**config.mk**
```make
export PLATFORM = sky130hd
export DESIGN_NAME = csa_accumulator_flat
export DESIGN_NICKNAME = d
export VERILOG_FILES = /design/src/rtl/csa_pkg.sv /design/src/rtl/csa_accumulator_if.sv /design/src/rtl/csa_accumulator_csa.sv /design/src/rtl/csa_accumulator.sv /design/src/flat_wrapper.sv
export SDC_FILE = /design/constraint.sdc
export NUM_CORES = 1
export LEC_CHECK = 0
export BUFFER_PORTS_ARGS = -buffer_cell sky130_fd_sc_hd__buf_4
export CORE_ASPECT_RATIO = 1.4
export CORE_MARGIN = 3
export CORE_UTILIZATION = 27
export DETAILED_ROUTE_END_ITERATION = 8
export HOLD_SLACK_MARGIN = 0.15
export PLACE_DENSITY_LB_ADDON = 0.15
export SLEW_MARGIN = 10
export SYNTH_ARGS = -nofsm -noshare
export SYNTH_HDL_FRONTEND = slang
export SYNTH_SLANG_ARGS = --single-unit
```
**constraint.sdc**
```tcl
create_clock -name clk -period 3.97 [get_ports clk]
set_input_delay 0 -clock clk [delete_from_list [all_inputs] [get_ports clk]]
set_output_delay 0 -clock clk [all_outputs]
set_load 0.005 [all_outputs]
```
**src/rtl/csa_pkg.sv**
```systemverilog
// Shared types and helpers for the carry-save accumulator.
package csa_pkg;

    // Controller states: take beats, resolve the carry-save total, hold the result.
    typedef enum logic [1:0] {
        IDLE    = 2'd0,
        ACCUM   = 2'd1,
        RESOLVE = 2'd2,
        HOLD    = 2'd3
    } state_e;

    // Widest accumulator the extension helper supports.
    localparam int EXT_MAX = 64;

    // Extends the low 'width' bits of data to EXT_MAX bits, sign- or zero-filled.
    // Callers truncate the result to their own accumulator width.
    function automatic logic [EXT_MAX-1:0] ext_operand(
        input logic [EXT_MAX-1:0] data,
        input int                 width,
        input logic               is_signed
    );
        logic [EXT_MAX-1:0] result;
        logic               fill;
        fill = 1'b0;
        for (int i = 0; i < EXT_MAX; i++) begin
            if (i == width - 1) begin
                fill = is_signed & data[i];
            end
        end
        for (int i = 0; i < EXT_MAX; i++) begin
            result[i] = (i < width) ? data[i] : fill;
        end
        return result;
    endfunction

endpackage

```
**src/rtl/csa_accumulator_if.sv**
```systemverilog
// Operand stream in, frame result out, both with valid/ready handshakes.
interface csa_accumulator_if #(
    parameter int WIDTH     = 16,
    parameter int ACC_WIDTH = WIDTH + 8
);
    logic                 in_valid;
    logic                 in_ready;
    logic [WIDTH-1:0]     in_data;
    logic                 in_first;
    logic                 in_last;
    logic                 out_valid;
    logic                 out_ready;
    logic [ACC_WIDTH-1:0] out_sum;
    logic                 out_ovf;

    // Producer/consumer side.
    modport master (
        output in_valid, in_data, in_first, in_last, out_ready,
        input  in_ready, out_valid, out_sum, out_ovf
    );

    // Accumulator side.
    modport slave (
        input  in_valid, in_data, in_first, in_last, out_ready,
        output in_ready, out_valid, out_sum, out_ovf
    );
endinterface

```
**src/rtl/csa_accumulator_csa.sv**
```systemverilog
// 3:2 carry-save compressor: per-bit full adders with no carry propagation.
module csa_accumulator_csa #(
    parameter int WIDTH = 24
) (
    input  logic [WIDTH-1:0] a,
    input  logic [WIDTH-1:0] b,
    input  logic [WIDTH-1:0] c,
    output logic [WIDTH-1:0] sum,
    output logic [WIDTH-1:0] carry
);

    // Sum bit is the parity of the three inputs; carry is their majority
    // (carry[i] carries weight 2^(i+1), the caller shifts it).
    always_comb begin
        sum   = a ^ b ^ c;
        carry = (a & b) | (a & c) | (b & c);
    end

endmodule

```
**src/rtl/csa_accumulator.sv**
```systemverilog
// Streaming multi-operand accumulator holding the running total as sum/carry
// vectors; a single carry-propagate add resolves it at the end of a frame.
module csa_accumulator
    import csa_pkg::*;
#(
    parameter int WIDTH     = 16,
    parameter int ACC_WIDTH = WIDTH + 8,
    parameter int SIGNED    = 0
) (
    input  logic             clk,
    input  logic             rst_n,
    csa_accumulator_if.slave bus
);

    localparam int GUARD = ACC_WIDTH - WIDTH;
    localparam int CNT_W = GUARD + 2;
    localparam logic [CNT_W-1:0] CNT_LIMIT = CNT_W'(1) << GUARD;
    localparam logic [CNT_W-1:0] CNT_SAT   = CNT_LIMIT + CNT_W'(1);

    state_e               state_q, state_d;
    logic [ACC_WIDTH-1:0] s_q, s_d;
    logic [ACC_WIDTH-1:0] c_q, c_d;
    logic [CNT_W-1:0]     count_q, count_d;
    logic                 out_valid_q, out_valid_d;
    logic [ACC_WIDTH-1:0] out_sum_q, out_sum_d;
    logic                 out_ovf_q, out_ovf_d;

    logic                 accept;
    logic                 first_beat;
    logic [ACC_WIDTH-1:0] ext_val;
    logic [ACC_WIDTH-1:0] s_base;
    logic [ACC_WIDTH-1:0] c_base;
    logic [ACC_WIDTH-1:0] csa_sum;
    logic [ACC_WIDTH-1:0] csa_carry;

    // Ready comes from registered state only, so out_ready never reaches in_ready.
    assign bus.in_ready  = rst_n && ((state_q == IDLE) || (state_q == ACCUM));
    assign bus.out_valid = out_valid_q;
    assign bus.out_sum   = out_sum_q;
    assign bus.out_ovf   = out_ovf_q;

    // Select the compressor inputs: a first beat starts from a zero total.
    always_comb begin
        accept     = bus.in_valid && bus.in_ready;
        first_beat = bus.in_first || (state_q == IDLE);
        ext_val    = ACC_WIDTH'(ext_operand(EXT_MAX'(bus.in_data), WIDTH, SIGNED != 0));
        s_base     = first_beat ? '0 : s_q;
        c_base     = first_beat ? '0 : c_q;
    end

    csa_accumulator_csa #(
        .WIDTH(ACC_WIDTH)
    ) u_csa (
        .a    (s_base),
        .b    (c_base << 1),
        .c    (ext_val),
        .sum  (csa_sum),
        .carry(csa_carry)
    );

    // Next-state, datapath and output updates for the frame controller.
    always_comb begin
        state_d     = state_q;
        s_d         = s_q;
        c_d         = c_q;
        count_d     = count_q;
        out_valid_d = out_valid_q;
        out_sum_d   = out_sum_q;
        out_ovf_d   = out_ovf_q;
        case (state_q)
            IDLE, ACCUM: begin
                if (accept) begin
                    s_d = csa_sum;
                    c_d = csa_carry;
                    if (first_beat) begin
                        count_d = CNT_W'(1);
                    end else if (count_q != CNT_SAT) begin
                        count_d = count_q + CNT_W'(1);
                    end
                    state_d = bus.in_last ? RESOLVE : ACCUM;
                end
            end
            RESOLVE: begin
                out_sum_d   = s_q + (c_q << 1);
                out_ovf_d   = (count_q > CNT_LIMIT);
                out_valid_d = 1'b1;
                state_d     = HOLD;
            end
            HOLD: begin
                if (bus.out_ready) begin
                    out_valid_d = 1'b0;
                    state_d     = IDLE;
                end
            end
            default: begin
                state_d = IDLE;
            end
        endcase
    end

    // State registers with synchronous active-low reset.
    always_ff @(posedge clk) begin
        if (!rst_n) begin
            state_q     <= IDLE;
            s_q         <= '0;
            c_q         <= '0;
            count_q     <= '0;
            out_valid_q <= 1'b0;
            out_sum_q   <= '0;
            out_ovf_q   <= 1'b0;
        end else begin
            state_q     <= state_d;
            s_q         <= s_d;
            c_q         <= c_d;
            count_q     <= count_d;
            out_valid_q <= out_valid_d;
            out_sum_q   <= out_sum_d;
            out_ovf_q   <= out_ovf_d;
        end
    end

endmodule

```
**src/flat_wrapper.sv**
```systemverilog
// flat-port wrapper written by rule: the top's interface ports become plain ports
module csa_accumulator_flat import csa_pkg::*;
#(
    parameter int WIDTH     = 16,
    parameter int ACC_WIDTH = WIDTH + 8,
    parameter int SIGNED    = 0
)
  (clk, rst_n, bus_in_valid, bus_in_data, bus_in_first, bus_in_last, bus_out_ready, bus_in_ready, bus_out_valid, bus_out_sum, bus_out_ovf);
  csa_accumulator_if #(.WIDTH(WIDTH), .ACC_WIDTH(ACC_WIDTH)) bus_i ();
  input  logic clk;
  input  logic rst_n;
  input wire logic [$bits(bus_i.in_valid)-1:0] bus_in_valid;
  input wire logic [$bits(bus_i.in_data)-1:0] bus_in_data;
  input wire logic [$bits(bus_i.in_first)-1:0] bus_in_first;
  input wire logic [$bits(bus_i.in_last)-1:0] bus_in_last;
  input wire logic [$bits(bus_i.out_ready)-1:0] bus_out_ready;
  output wire logic [$bits(bus_i.in_ready)-1:0] bus_in_ready;
  output wire logic [$bits(bus_i.out_valid)-1:0] bus_out_valid;
  output wire logic [$bits(bus_i.out_sum)-1:0] bus_out_sum;
  output wire logic [$bits(bus_i.out_ovf)-1:0] bus_out_ovf;
  assign bus_i.in_valid = bus_in_valid;
  assign bus_i.in_data = bus_in_data;
  assign bus_i.in_first = bus_in_first;
  assign bus_i.in_last = bus_in_last;
  assign bus_i.out_ready = bus_out_ready;
  assign bus_in_ready = bus_i.in_ready;
  assign bus_out_valid = bus_i.out_valid;
  assign bus_out_sum = bus_i.out_sum;
  assign bus_out_ovf = bus_i.out_ovf;
  csa_accumulator #(.WIDTH(WIDTH), .ACC_WIDTH(ACC_WIDTH), .SIGNED(SIGNED)) u_core (.clk(clk), .rst_n(rst_n), .bus(bus_i));
endmodule
```
==> summary.md, run 1 <==
| Metric | Value |
|---|---|
| Switching Fraction | `26.0%` |
| Fin util | `33.7%` |
| Req. time, crit path | `4.20 ns` |
| Post-synth EDFFs | `0` |
| Die Span Y | `167 um` |
| Final clock skew | `0.00918 ns` |
| Net Sw Power | `0.513 mW` |
| Vias in the first global route | `4,340` |
| Diodes inserted | `0` |
| Die width | `121 um` |
| CP max FO | `4` |
| Most common cell after layout, fill and taps aside | `nand2_1` |
| Clock root buffer | `clkbuf_16` |
| Max_cap viols | `0` |
| Number of synthesized register bits | `85` |
| Syn avg cell area | `8.08 sq um` |
| Int Pwr | `1.46 mW` |
| Antenna-violating nets left | `0` |
| Initial antenna violation count | `0` |
| Sequential cell area fraction in the yosys report | `34.0%` |
| Post_cts resized | `0` |
| Number of fill cells in the layout | `1,902` |
| Cells along the critical path | `ha_1 > fa_1 > a21oi_1 > o211ai_1 > nand4_1 > a211oi_1 > or4_1 > a32o_1` |
| Clock power frac | `44.0%` |
| Overflow after GRT | `0` |
| FP Rows | `58` |
| Leakage | `2.52 nW` |
| CTS Buffer Depth | `2` |
| Clock slew at reported path FFs | `0.07 ns` |
| Nets | `743` |
| GR Util All Layers | `13.0%` |
| Gate power share | `10.4%` |
| Asr flop ratio synth | `0%` |
| Worst setup SP type | `register` |
| Critical Path Sink Type | `register` |
| Final WL | `13.0 mm` |
| IO Port Bufs | `48` |
| Clock Latency Late Sink | `0.34 ns` |
| Layout cells sized above 1 | `12.0%` |
| Largest net degree at the start of global routing | `61` |
| H-tree depth | `3` |
| Relative slew slack | `38.0%` |
| Die area | `20,200 sq um` |
| Fin crit period | `2.63 ns` |
| CP peak stage delay | `0.49 ns` |
| Initial DRC Count | `212` |
| Area growth from synthesis to layout | `21.9%` |
| Routability congestion estimate from global placement | `0.860` |
| Number of remaining DRC errors | `0` |
| CTS sink count | `85` |
| Routed len/inst | `14.1 um` |
| Fin crit share | `66.3%` |
| Detailed Place HPWL | `9.41 mm` |
| Core area | `18,100 sq um` |
| Most frequent cells in the layout | `138 x nand2_1, 85 x dfxtp_1, 59 x o21ai_0` |
| RSZ-0062 raised after global routing | `false` |
| Synth warnings | `0` |
| Sequential share of power | `45.6%` |
| Total CTS buffers | `9` |
| Unique masters post-synth | `58` |
| Tightest Pin Transition | `0.928 ns` |
| Arrival time worst endpoint | `2.86 ns` |
| Endpoints failing hold | `0` |
| Mapped Cells | `619` |
| Slowest cell on the critical path | `or4_1` |
| Class of the worst hold path | `in2reg` |
| Routed vias | `4,419` |
| Initial Utilization | `27.7%` |
| Final setup TNS | `0 ns` |
| Cell family with most CP delay | `compound AO/OA/AOI/OAI gates` |
| Crit path buf inv count | `0` |
| Peak supply drop | `0.185 mV` |
| Post-Syn Nets | `690` |
| 1st-pass router iterations | `4` |
| Power per cell area | `323 nW/um^2` |
| Status | `finished clean` |
| First-pass GRT wire length | `21.5 mm` |
| CTS tree | `built` |
| Fmax | `380 MHz` |
| Fin. max-slew vios | `0` |
| I/O pins | `49` |
| Final setup fails | `0` |
| Via-to-Cell Ratio | `4.82` |
| Synth Flop Type | `dfxtp_1` |
| CP Class | `reg2reg` |
| Netlist Area Pre-Place | `5000 sq um` |
-- power by group through the flow --
stage                     clock network, mW  logic (mW)  registers [mW]
final                                 0.866       0.205           0.898
after CTS                             0.895       0.209           0.898
after global routing                  0.934       0.233           0.901
after detailed placement                  0       0.189           0.918
after global placement                    0       0.186           0.916
after floorplan                           0       0.118           0.911
-- tightest hold or removal path: cells and delay by family --
kind / cells / cell delay [ns]
and+or+nand+nor: 3 / 0.24
buffers and inverters: 1 / 0.13
AOI/OAI and AO/OA: 1 / 0.10
-- area by class of cell --
cell class / count / area, sq um / area share (%)
Multi-Input combinational cell: 493 / 3150 / 51.6
Sequential cell: 85 / 1700 / 27.9
Timing Repair Buffer: 74 / 608 / 9.97
Tap cell: 240 / 300 / 4.93
Clock buffer: 9 / 225 / 3.69
Clock inverter: 7 / 82.6 / 1.35
Inverter: 9 / 33.8 / 0.554
-- worst paths after layout --
| kind | startpoint | to | slack (ns) | cells past startpoint |
|---|---|---|---|---|
| worst max register to register | u_core.c_q[0] | u_core.bus.out_sum[21] | 1.34 | 8 |
| worst min-delay path | bus_in_valid | u_core.count_q[0] | 0.18 | 5 |
| worst min register to register | u_core.bus.out_sum[13] | u_core.bus.out_sum[13] | 0.46 | 2 |
| worst max-delay path | u_core.c_q[0] | u_core.bus.out_sum[21] | 1.34 | 8 |
-- cell families (layout without fill, tap and decap cells) --
family          count (synthesis)  in the layout  synth area share (%)
compound gates                153            153                  19.2
xor+xnor                       15             15                  2.63
fa+ha+maj                      49             49                  14.7
buf+inv                        41             99                  3.13
flops                          85             85                  34.0
mux                             1              1                 0.200
simple gates                  275            275                  26.2
-- routing by layer --
layer / vias to the layer above / part of all wire [%] / track usage (%)
li1: 2272 / - / -
met1: 2068 / 48 / 16.7
met2: 58 / 47 / 21.7
met3: 21 / 2.7 / 2.14
met4: 0 / 2.4 / 5.08
met5: - / 0 / 0
-- synthesized netlist by cell type, types with 4 or more instances --
master,n,share of area [%]
xnor2_1,6,1.1
inv_1,8,0.60
o31ai_1,4,0.60
fa_1,16,6.4
o21ai_1,5,0.50
a32o_1,4,0.80
nand2_1,138,10
a21oi_1,31,3.1
o21ai_0,59,5.9
o21a_1,6,0.90
nor2_1,23,1.7
nand3_1,18,1.8
nand4_1,11,1.4
xor2_1,9,1.6
o211ai_1,4,0.60
clkbuf_1,29,2.2
nor2b_1,4,0.50
a21o_1,6,0.90
ha_1,33,8.3
and2_1,50,6.3
or3_1,7,0.88
dfxtp_1,85,34
nor3_1,8,0.80
-- stage by stage --
stage               power (mW)  hold slack, ns  std cells  setup WS, ns  area (sq um)
finish                    1.97           0.176        917          1.34          6100
global route              2.07           0.238        917          1.18          6100
CTS                       2.00           0.169        917          1.32          6100
detailed placement        1.11           0.337        880          1.34          5580
global placement          1.10           0.322        880          1.38          5580
floorplan                 1.03           0.198        619          1.63          5000
-- registers in the layout, summed over array words and instances, names as in the netlist --
name	flops
u_core.count_q	10
u_core.bus.out_ovf	1
u_core.s_q	24
u_core.bus.out_sum	24
u_core.c_q	23
u_core.state_q	2
u_core.bus.out_valid	1
-- timing repair --
item,CTS,global route
buffers inserted,0,0
endpoints found under the hold margin,51,0
hold buffers,21,0
No activity file was read; power rests on OpenSTA's default activity.
==> run 2, diff against run 1 <==
==> constraint.sdc (replaced) <==
create_clock -name clk -period 2.7 [get_ports clk]
set_input_delay 0 -clock clk [delete_from_list [all_inputs] [get_ports clk]]
set_output_delay 0 -clock clk [all_outputs]
set_load 0.005 [all_outputs]
==> summary.md, run 2 (same netlist as run 1, synthesis figures left out) <==
| Metric | Value |
|---|---|
| Routed len/inst | `14.1 um (about the same)` |
| Antenna-violating nets left | `0 (unchanged)` |
| Leakage | `2.59 nW (was 2.52 nW)` |
| Number of remaining DRC errors | `0 (unchanged)` |
| Most common cell after layout, fill and taps aside | `nand2_1 (unchanged)` |
| Most frequent cells in the layout | `138 x nand2_1, 85 x dfxtp_1, 59 x o21ai_0 (unchanged)` |
| Total CTS buffers | `9 (unchanged)` |
| Die area | `20,200 sq um (unchanged)` |
| Post-CTS Setup Inserts | `0 (unchanged)` |
| Clock slew at reported path FFs | `0.07 ns (about the same)` |
| Arrival time worst endpoint | `2.76 ns (was 2.86 ns)` |
| Top Metal Used | `met4 (unchanged)` |
| R2R Path End | `u_core.bus.out_sum[21] (unchanged)` |
| Worst Hold End | `u_core.count_q[0] (unchanged)` |
| Req. time, crit path | `2.93 ns (was 4.20 ns)` |
| Final setup TNS | `0 ns (unchanged)` |
| R2R cell count | `8 (unchanged)` |
| Fin crit period | `2.53 ns (was 2.63 ns)` |
| Number of fill cells in the layout | `1,909 (was 1,902)` |
| FP Rows | `58 (unchanged)` |
| Tightest Pin Transition | `0.658 ns (was 0.928 ns)` |
| Status | `finished clean (unchanged)` |
| Met3 routed WL | `356 um (was 348 um)` |
| Overflow after GRT | `0 (unchanged)` |
| Fin. max-slew vios | `0 (unchanged)` |
| I/O pins | `49 (unchanged)` |
| Worst setup SP type | `register (unchanged)` |
| Metal-1 WL | `6.17 mm (was 6.23 mm)` |
| Initial DRC Count | `207 (was 212)` |
| CTS sink count | `85 (unchanged)` |
| Total power | `3.18 mW (was 1.97 mW)` |
| Routed vias | `4,427 (was 4,419)` |
| H-tree depth | `3 (unchanged)` |
| Peak supply drop | `0.271 mV (was 0.185 mV)` |
| Nets | `750 (was 743)` |
| Met2 routed WL | `6.32 mm (was 6.08 mm)` |
| Final clock skew | `0.00958 ns (was 0.00918 ns)` |
| Final Non-Filler Cells | `924 (was 917)` |
| Clock Latency Late Sink | `0.34 ns (about the same)` |
| Hold path depth | `5 (unchanged)` |
| Placed cells | `885 (was 880)` |
| Detailed Place HPWL | `9.48 mm (was 9.41 mm)` |
| Initial Utilization | `27.7% (unchanged)` |
| CP Class | `reg2reg (unchanged)` |
| Register-to-Register Setup Slack | `0.17 ns (was 1.34 ns)` |
| Core area | `18,100 sq um (unchanged)` |
| CTS Buffer Depth | `2 (unchanged)` |
| GR Util All Layers | `13.4% (was 13.0%)` |
| R2r startpoint | `u_core.c_q[0] (unchanged)` |
| CP max FO | `3 (was 4)` |
| Die width | `121 um (unchanged)` |
| Diodes inserted | `0 (unchanged)` |
| Final Cell Area | `6220 sq um (was 6100 sq um)` |
| Vias in the first global route | `4,346 (was 4,340)` |
| Relative slew slack | `55.9% (was 38.0%)` |
| Min-delay src | `bus_in_valid (unchanged)` |
| Power per cell area | `510 nW/um^2 (was 323 nW/um^2)` |
| Final WL | `13.0 mm (about the same)` |
| Via-to-Cell Ratio | `4.79 (was 4.82)` |
| Setup crit start | `u_core.c_q[0] (unchanged)` |
| Layout cells sized above 1 | `12.7% (was 12.0%)` |
| Die Span Y | `167 um (unchanged)` |
| CTS tree | `built (unchanged)` |
| Class of the worst hold path | `in2reg (unchanged)` |
| Setup ws final | `0.173 ns (was 1.34 ns)` |
| Max_cap viols | `0 (unchanged)` |
| 1st-pass router iterations | `4 (unchanged)` |
| IO Port Bufs | `48 (unchanged)` |
| Routability congestion estimate from global placement | `0.817 (was 0.860)` |
| Clock root buffer | `clkbuf_16 (unchanged)` |
| Critical Path Sink Type | `register (unchanged)` |
| Fmax | `396 MHz (was 380 MHz)` |
| First-pass GRT wire length | `22.1 mm (was 21.5 mm)` |
| Area of the multi-input gates | `3150 sq um (about the same)` |
| Cell Area, Placed | `5620 sq um (was 5580 sq um)` |
| RSZ-0062 raised after global routing | `false (unchanged)` |
| Pre-CTS WS | `0.105 ns (was 1.34 ns)` |
| Register Area | `1700 sq um (unchanged)` |
| Largest net degree at the start of global routing | `55 (was 61)` |
| Initial antenna violation count | `0 (unchanged)` |
| Area growth from synthesis to layout | `24.5% (was 21.9%)` |
| Final setup fails | `0 (unchanged)` |
| Fin crit share | `93.6% (was 66.3%)` |
| Endpoints failing hold | `0 (unchanged)` |
run 2: cell types whose count changed in the layout (fill, tap and decap cells not counted), moves of 2 or more:
| cell | delta |
|---|---|
| bufinv_16 | +3 |
| clkinvlp_4 | -2 |
| dlygate4sd3_1 | +2 |
| buf_4 | +5 |
run 2: routing by layer:
| metal | GRT usage [%] | up-vias |
|---|---|---|
| met4 | 4.14 | 0 |
| met2 | 22.8 | 56 |
| met1 | 17.5 | 2078 |
| met3 | 1.90 | 11 |
| li1 | - | 2282 |
| met5 | 0 | - |
run 2: critical path, stage by stage, from the launching register on:
cell      delay, ns
dfxtp_1        0.32
ha_1           0.23
fa_1           0.43
a21oi_2        0.22
o211ai_1       0.18
nand4_1        0.20
a211oi_1       0.11
or4_1          0.49
a32o_1         0.25
run 2: timing repair:
item | CTS | global route
endpoints found under the hold margin | 36 | 0
gates resized for setup | 0 | 1
endpoints found under the setup margin | 0 | 1
hold buffers | 23 | 0
run 2: cell type report:
type | count | share of cell area [%]
inverter | 9 | 0.543
clock inverter | 6 | 2.15
tap | 240 | 4.83
sequential | 85 | 27.3
multi-input combinational | 493 | 50.6
timing repair buffer | 81 | 10.7
clock buffer | 10 | 3.84
run 2: worst max path at each step:
stage	endpoint	slack (ns)	cells past startpoint
2_1_floorplan	u_core.bus.out_sum[21]	0.36	8
3_3_place_gp	u_core.bus.out_sum[21]	0.19	8
3_5_place_dp	u_core.bus.out_sum[21]	0.10	8
4_1_cts	u_core.bus.out_sum[21]	0.08	8
5_1_grt	u_core.s_q[7]	0.03	8
6_report	u_core.bus.out_sum[21]	0.17	8
run 2: per-stage QoR:
| stage | hold WS [ns] | util, % |
|---|---|---|
| after floorplan | 0.198 | - |
| after global placement | 0.320 | 31.1 |
| after detailed placement | 0.345 | 31.1 |
| after CTS | 0.159 | 34.4 |
| after global routing | 0.216 | 34.4 |
| final | 0.163 | 34.4 |
run 2: report_power, final:
part / switching [mW] / internal [mW] / leakage, nW
logic: 0.179 / 0.128 / 1.72
clock network: 0.524 / 1.02 / 0.183
registers: 0.0312 / 1.29 / 0.689
total: 0.734 / 2.44 / 2.59
==> run 3, diff against run 2 <==
--- a/config.mk
+++ b/config.mk
@@ -15,4 +15,5 @@
 export SLEW_MARGIN = 10
 export SYNTH_ARGS = -nofsm -noshare
 export SYNTH_HDL_FRONTEND = slang
+export SYNTH_HIERARCHICAL = 1
 export SYNTH_SLANG_ARGS = --single-unit
==> summary.md, run 3 <==
| Metric | Value |
|---|---|
| Relative slew slack | `44.4% (was 55.9%)` |
| RSZ-0062 raised after global routing | `false (unchanged)` |
| Pre-CTS WS | `0.161 ns (was 0.105 ns)` |
| Mapped Cells | `622 (was 619)` |
| Nets | `755 (was 750)` |
| Layout cells sized above 1 | `11.6% (was 12.7%)` |
| GR Util All Layers | `13.2% (was 13.4%)` |
| R2R cell count | `10 (was 8)` |
| Clock slew at reported path FFs | `0.07 ns (about the same)` |
| CTS tree | `built (unchanged)` |
| Die area | `20,500 sq um (was 20,200 sq um)` |
| Detailed Place HPWL | `9.10 mm (was 9.48 mm)` |
| CP max FO | `5 (was 3)` |
| Synth warnings | `6 (was 0)` |
| Arrival time worst endpoint | `2.67 ns (was 2.76 ns)` |
| Final WL | `13.1 mm (was 13.0 mm)` |
| Peak supply drop | `0.293 mV (was 0.271 mV)` |
| Routability congestion estimate from global placement | `0.816 (was 0.817)` |
| CP Class | `reg2reg (unchanged)` |
| Status | `finished clean (unchanged)` |
| Largest net degree at the start of global routing | `95 (was 55)` |
| Initial Utilization | `27.8% (was 27.7%)` |
| Most frequent cells in the layout | `134 x nand2_1, 85 x dfxtp_1, 68 x o21ai_0 (was 138 x nand2_1, 85 x dfxtp_1, 59 x o21ai_0)` |
| Core area | `18,200 sq um (was 18,100 sq um)` |
| Cells along the critical path | `ha_1 > inv_1 > fa_1 > nand2b_1 > a21oi_2 > o211ai_2 > o21ai_4 > a21o_1 > nor2_1 > a211o_1 (was ha_1 > fa_1 > a21oi_2 > o211ai_1 > nand4_1 > a211oi_1 > or4_1 > a32o_1)` |
| Fin crit share | `90.2% (was 93.6%)` |
| Leakage | `2.51 nW (was 2.59 nW)` |
| 1st-pass router iterations | `4 (unchanged)` |
| Initial antenna violation count | `0 (unchanged)` |
| Most common cell after layout, fill and taps aside | `nand2_1 (unchanged)` |
| Dominant cell type by area after synthesis | `dfxtp_1 (unchanged)` |
| Area of the multi-input gates | `3230 sq um (was 3150 sq um)` |
| Routed vias | `4,406 (was 4,427)` |
| Diodes inserted | `0 (unchanged)` |
| FP Rows | `58 (unchanged)` |
| Final clock skew | `0.00934 ns (was 0.00958 ns)` |
| Max_cap viols | `0 (unchanged)` |
| Die width | `122 um (was 121 um)` |
| Synth Flop Type | `dfxtp_1 (unchanged)` |
| Cell family with most CP delay | `compound AO/OA/AOI/OAI gates (unchanged)` |
| Register-to-Register Setup Slack | `0.26 ns (was 0.17 ns)` |
| Total CTS buffers | `9 (unchanged)` |
| Fin. max-slew vios | `0 (unchanged)` |
| Synth top cells by count | `134 x nand2_1, 85 x dfxtp_1, 68 x o21ai_0 (was 138 x nand2_1, 85 x dfxtp_1, 59 x o21ai_0)` |
| Sequential cell area fraction in the yosys report | `33.6% (was 34.0%)` |
| Final setup fails | `0 (unchanged)` |
| Unique masters post-synth | `50 (was 58)` |
| H-tree depth | `3 (unchanged)` |
| Hold path depth | `4 (was 5)` |
| CTS sink count | `85 (unchanged)` |
| Top post-synthesis cells by area | `dfxtp_1 34%, nand2_1 9.9%, fa_1 9.9%, and2_1 6.8%, o21ai_0 6.7% (was dfxtp_1 34%, nand2_1 10%, ha_1 8.3%, fa_1 6.4%, and2_1 6.3%)` |
| Final setup TNS | `0 ns (unchanged)` |
| CTS Buffer Depth | `2 (unchanged)` |
| Clock root buffer | `clkbuf_16 (unchanged)` |
| Number of remaining DRC errors | `0 (unchanged)` |
| R2r startpoint | `u_core/s_q[1] (was u_core.c_q[0])` |
| Die Span Y | `168 um (was 167 um)` |
| Netlist Area Pre-Place | `5070 sq um (was 5000 sq um)` |
| Via-to-Cell Ratio | `4.75 (was 4.79)` |
| Antenna-violating nets left | `0 (unchanged)` |
| Asr flop ratio synth | `0% (unchanged)` |
| Class of the worst hold path | `in2reg (unchanged)` |
| Number of fill cells in the layout | `1,899 (was 1,909)` |
| Post-synth top area share | `33.6% (was 34.0%)` |
| I/O pins | `49 (unchanged)` |
| First-pass GRT wire length | `21.9 mm (was 22.1 mm)` |
| Critical Path Sink Type | `register (unchanged)` |
| IO Port Bufs | `48 (unchanged)` |
| Post-synth EDFFs | `0 (unchanged)` |
| Register Area | `1700 sq um (unchanged)` |
| Worst Hold End | `u_core/count_q[9] (was u_core.count_q[0])` |
| Tightest Pin Transition | `0.834 ns (was 0.658 ns)` |
| Routed len/inst | `14.1 um (about the same)` |
| Clock Latency Late Sink | `0.35 ns (was 0.34 ns)` |
| Crit path buf inv count | `1 (was 0)` |
| Syn avg cell area | `8.15 sq um (was 8.08 sq um)` |
| Vias in the first global route | `4,336 (was 4,346)` |
| R2R Path End | `u_core/bus.out_sum[19] (was u_core.bus.out_sum[21])` |
| Worst setup SP type | `register (unchanged)` |
| Min-delay src | `bus_in_valid (unchanged)` |
| Initial DRC Count | `206 (was 207)` |
| Area growth from synthesis to layout | `22.5% (was 24.5%)` |
| Number of synthesized register bits | `85 (unchanged)` |
| Power per cell area | `481 nW/um^2 (was 510 nW/um^2)` |
| CP peak stage delay | `0.37 ns (was 0.49 ns)` |
| Fin crit period | `2.44 ns (was 2.53 ns)` |
| Post-CTS Setup Inserts | `0 (unchanged)` |
| Setup ws final | `0.264 ns (was 0.173 ns)` |
| Overflow after GRT | `0 (unchanged)` |
| Most frequent cell after synthesis | `nand2_1 (unchanged)` |
| Slowest cell on the critical path | `fa_1 (was or4_1)` |
| Fmax | `411 MHz (was 396 MHz)` |
| Req. time, crit path | `2.93 ns (about the same)` |
| Endpoints failing hold | `0 (unchanged)` |
## run 3: area by class of cell
cell class                      instances  share of cell area (%)
Clock buffer                           12                    3.97
Tap cell                              240                    4.84
Inverter                               12                   0.726
Sequential cell                        85                    27.4
Clock inverter                          4                   0.766
Multi-Input combinational cell        498                    52.0
Timing Repair Buffer                   77                    10.2
## run 3: through the flow
stage	instances	utilization [%]	hold WS, ns	area [sq um]	power, mW
after floorplan	630	-	0.127	5100	1.59
after global placement	889	31.1	0.312	5670	1.72
after detailed placement	889	31.1	0.313	5670	1.73
after CTS	928	34.0	0.197	6200	3.04
after global routing	928	34.1	0.246	6210	3.13
final	928	34.1	0.198	6210	2.98
## run 3: logic make-up (layout without fill, tap and decap cells)
| kind of cell | Yosys count | count (layout) | synth area share [%] |
|---|---|---|---|
| xor gates and xnor gates | 16 | 16 | 2.76 |
| buffers and inverters | 47 | 105 | 3.58 |
| other | 1 | 9 | 0.0740 |
| AOI/OAI and AO/OA | 140 | 140 | 16.6 |
| DFF | 85 | 85 | 33.6 |
| adders and majority gates | 50 | 50 | 16.0 |
| and+or+nand+nor | 283 | 283 | 27.4 |
## run 3: worst max path at each step
stage,depth (start not counted),slack [ns],endpoint,startpoint
after global routing,10,0.06,u_core/bus.out_sum[23],u_core/s_q[1]
after CTS,10,0.14,u_core/bus.out_sum[19],u_core/s_q[1]
final,10,0.26,u_core/bus.out_sum[19],u_core/s_q[1]
after global placement,10,0.23,u_core/bus.out_sum[19],u_core/c_q[0]
after floorplan,10,0.51,u_core/bus.out_sum[19],u_core/s_q[1]
after detailed placement,10,0.16,u_core/bus.out_sum[19],u_core/c_q[0]
## run 3: what timing repair did
action | CTS | global route
hold buffers | 23 | 0
gates resized for setup | 0 | 2
hold endpoints to repair | 53 | 0
setup endpoints to repair | 0 | 2
## run 3: power by group
group	total [mW]	internal [mW]	switching, mW
Sequential	1.35	1.31	0.0416
Clock	1.26	0.740	0.524
Combinational	0.372	0.155	0.218
Total	2.98	2.20	0.783
## run 3: worst min-delay path, delay by kind of cell
family | cells | cell delay (ns)
and+or+nand+nor | 2 | 0.20
AOI/OAI and AO/OA | 1 | 0.19
buffers and inverters | 1 | 0.12
## run 3: layer usage
| layer | up-vias | wire length (um) | global-route usage, % |
|---|---|---|---|
| li1 | 2223 | - | - |
| met1 | 2102 | 6000 | 16.8 |
| met2 | 63 | 6510 | 22.0 |
| met3 | 18 | 350 | 2.52 |
| met4 | 0 | 228 | 5.36 |
| met5 | - | 0 | 0 |
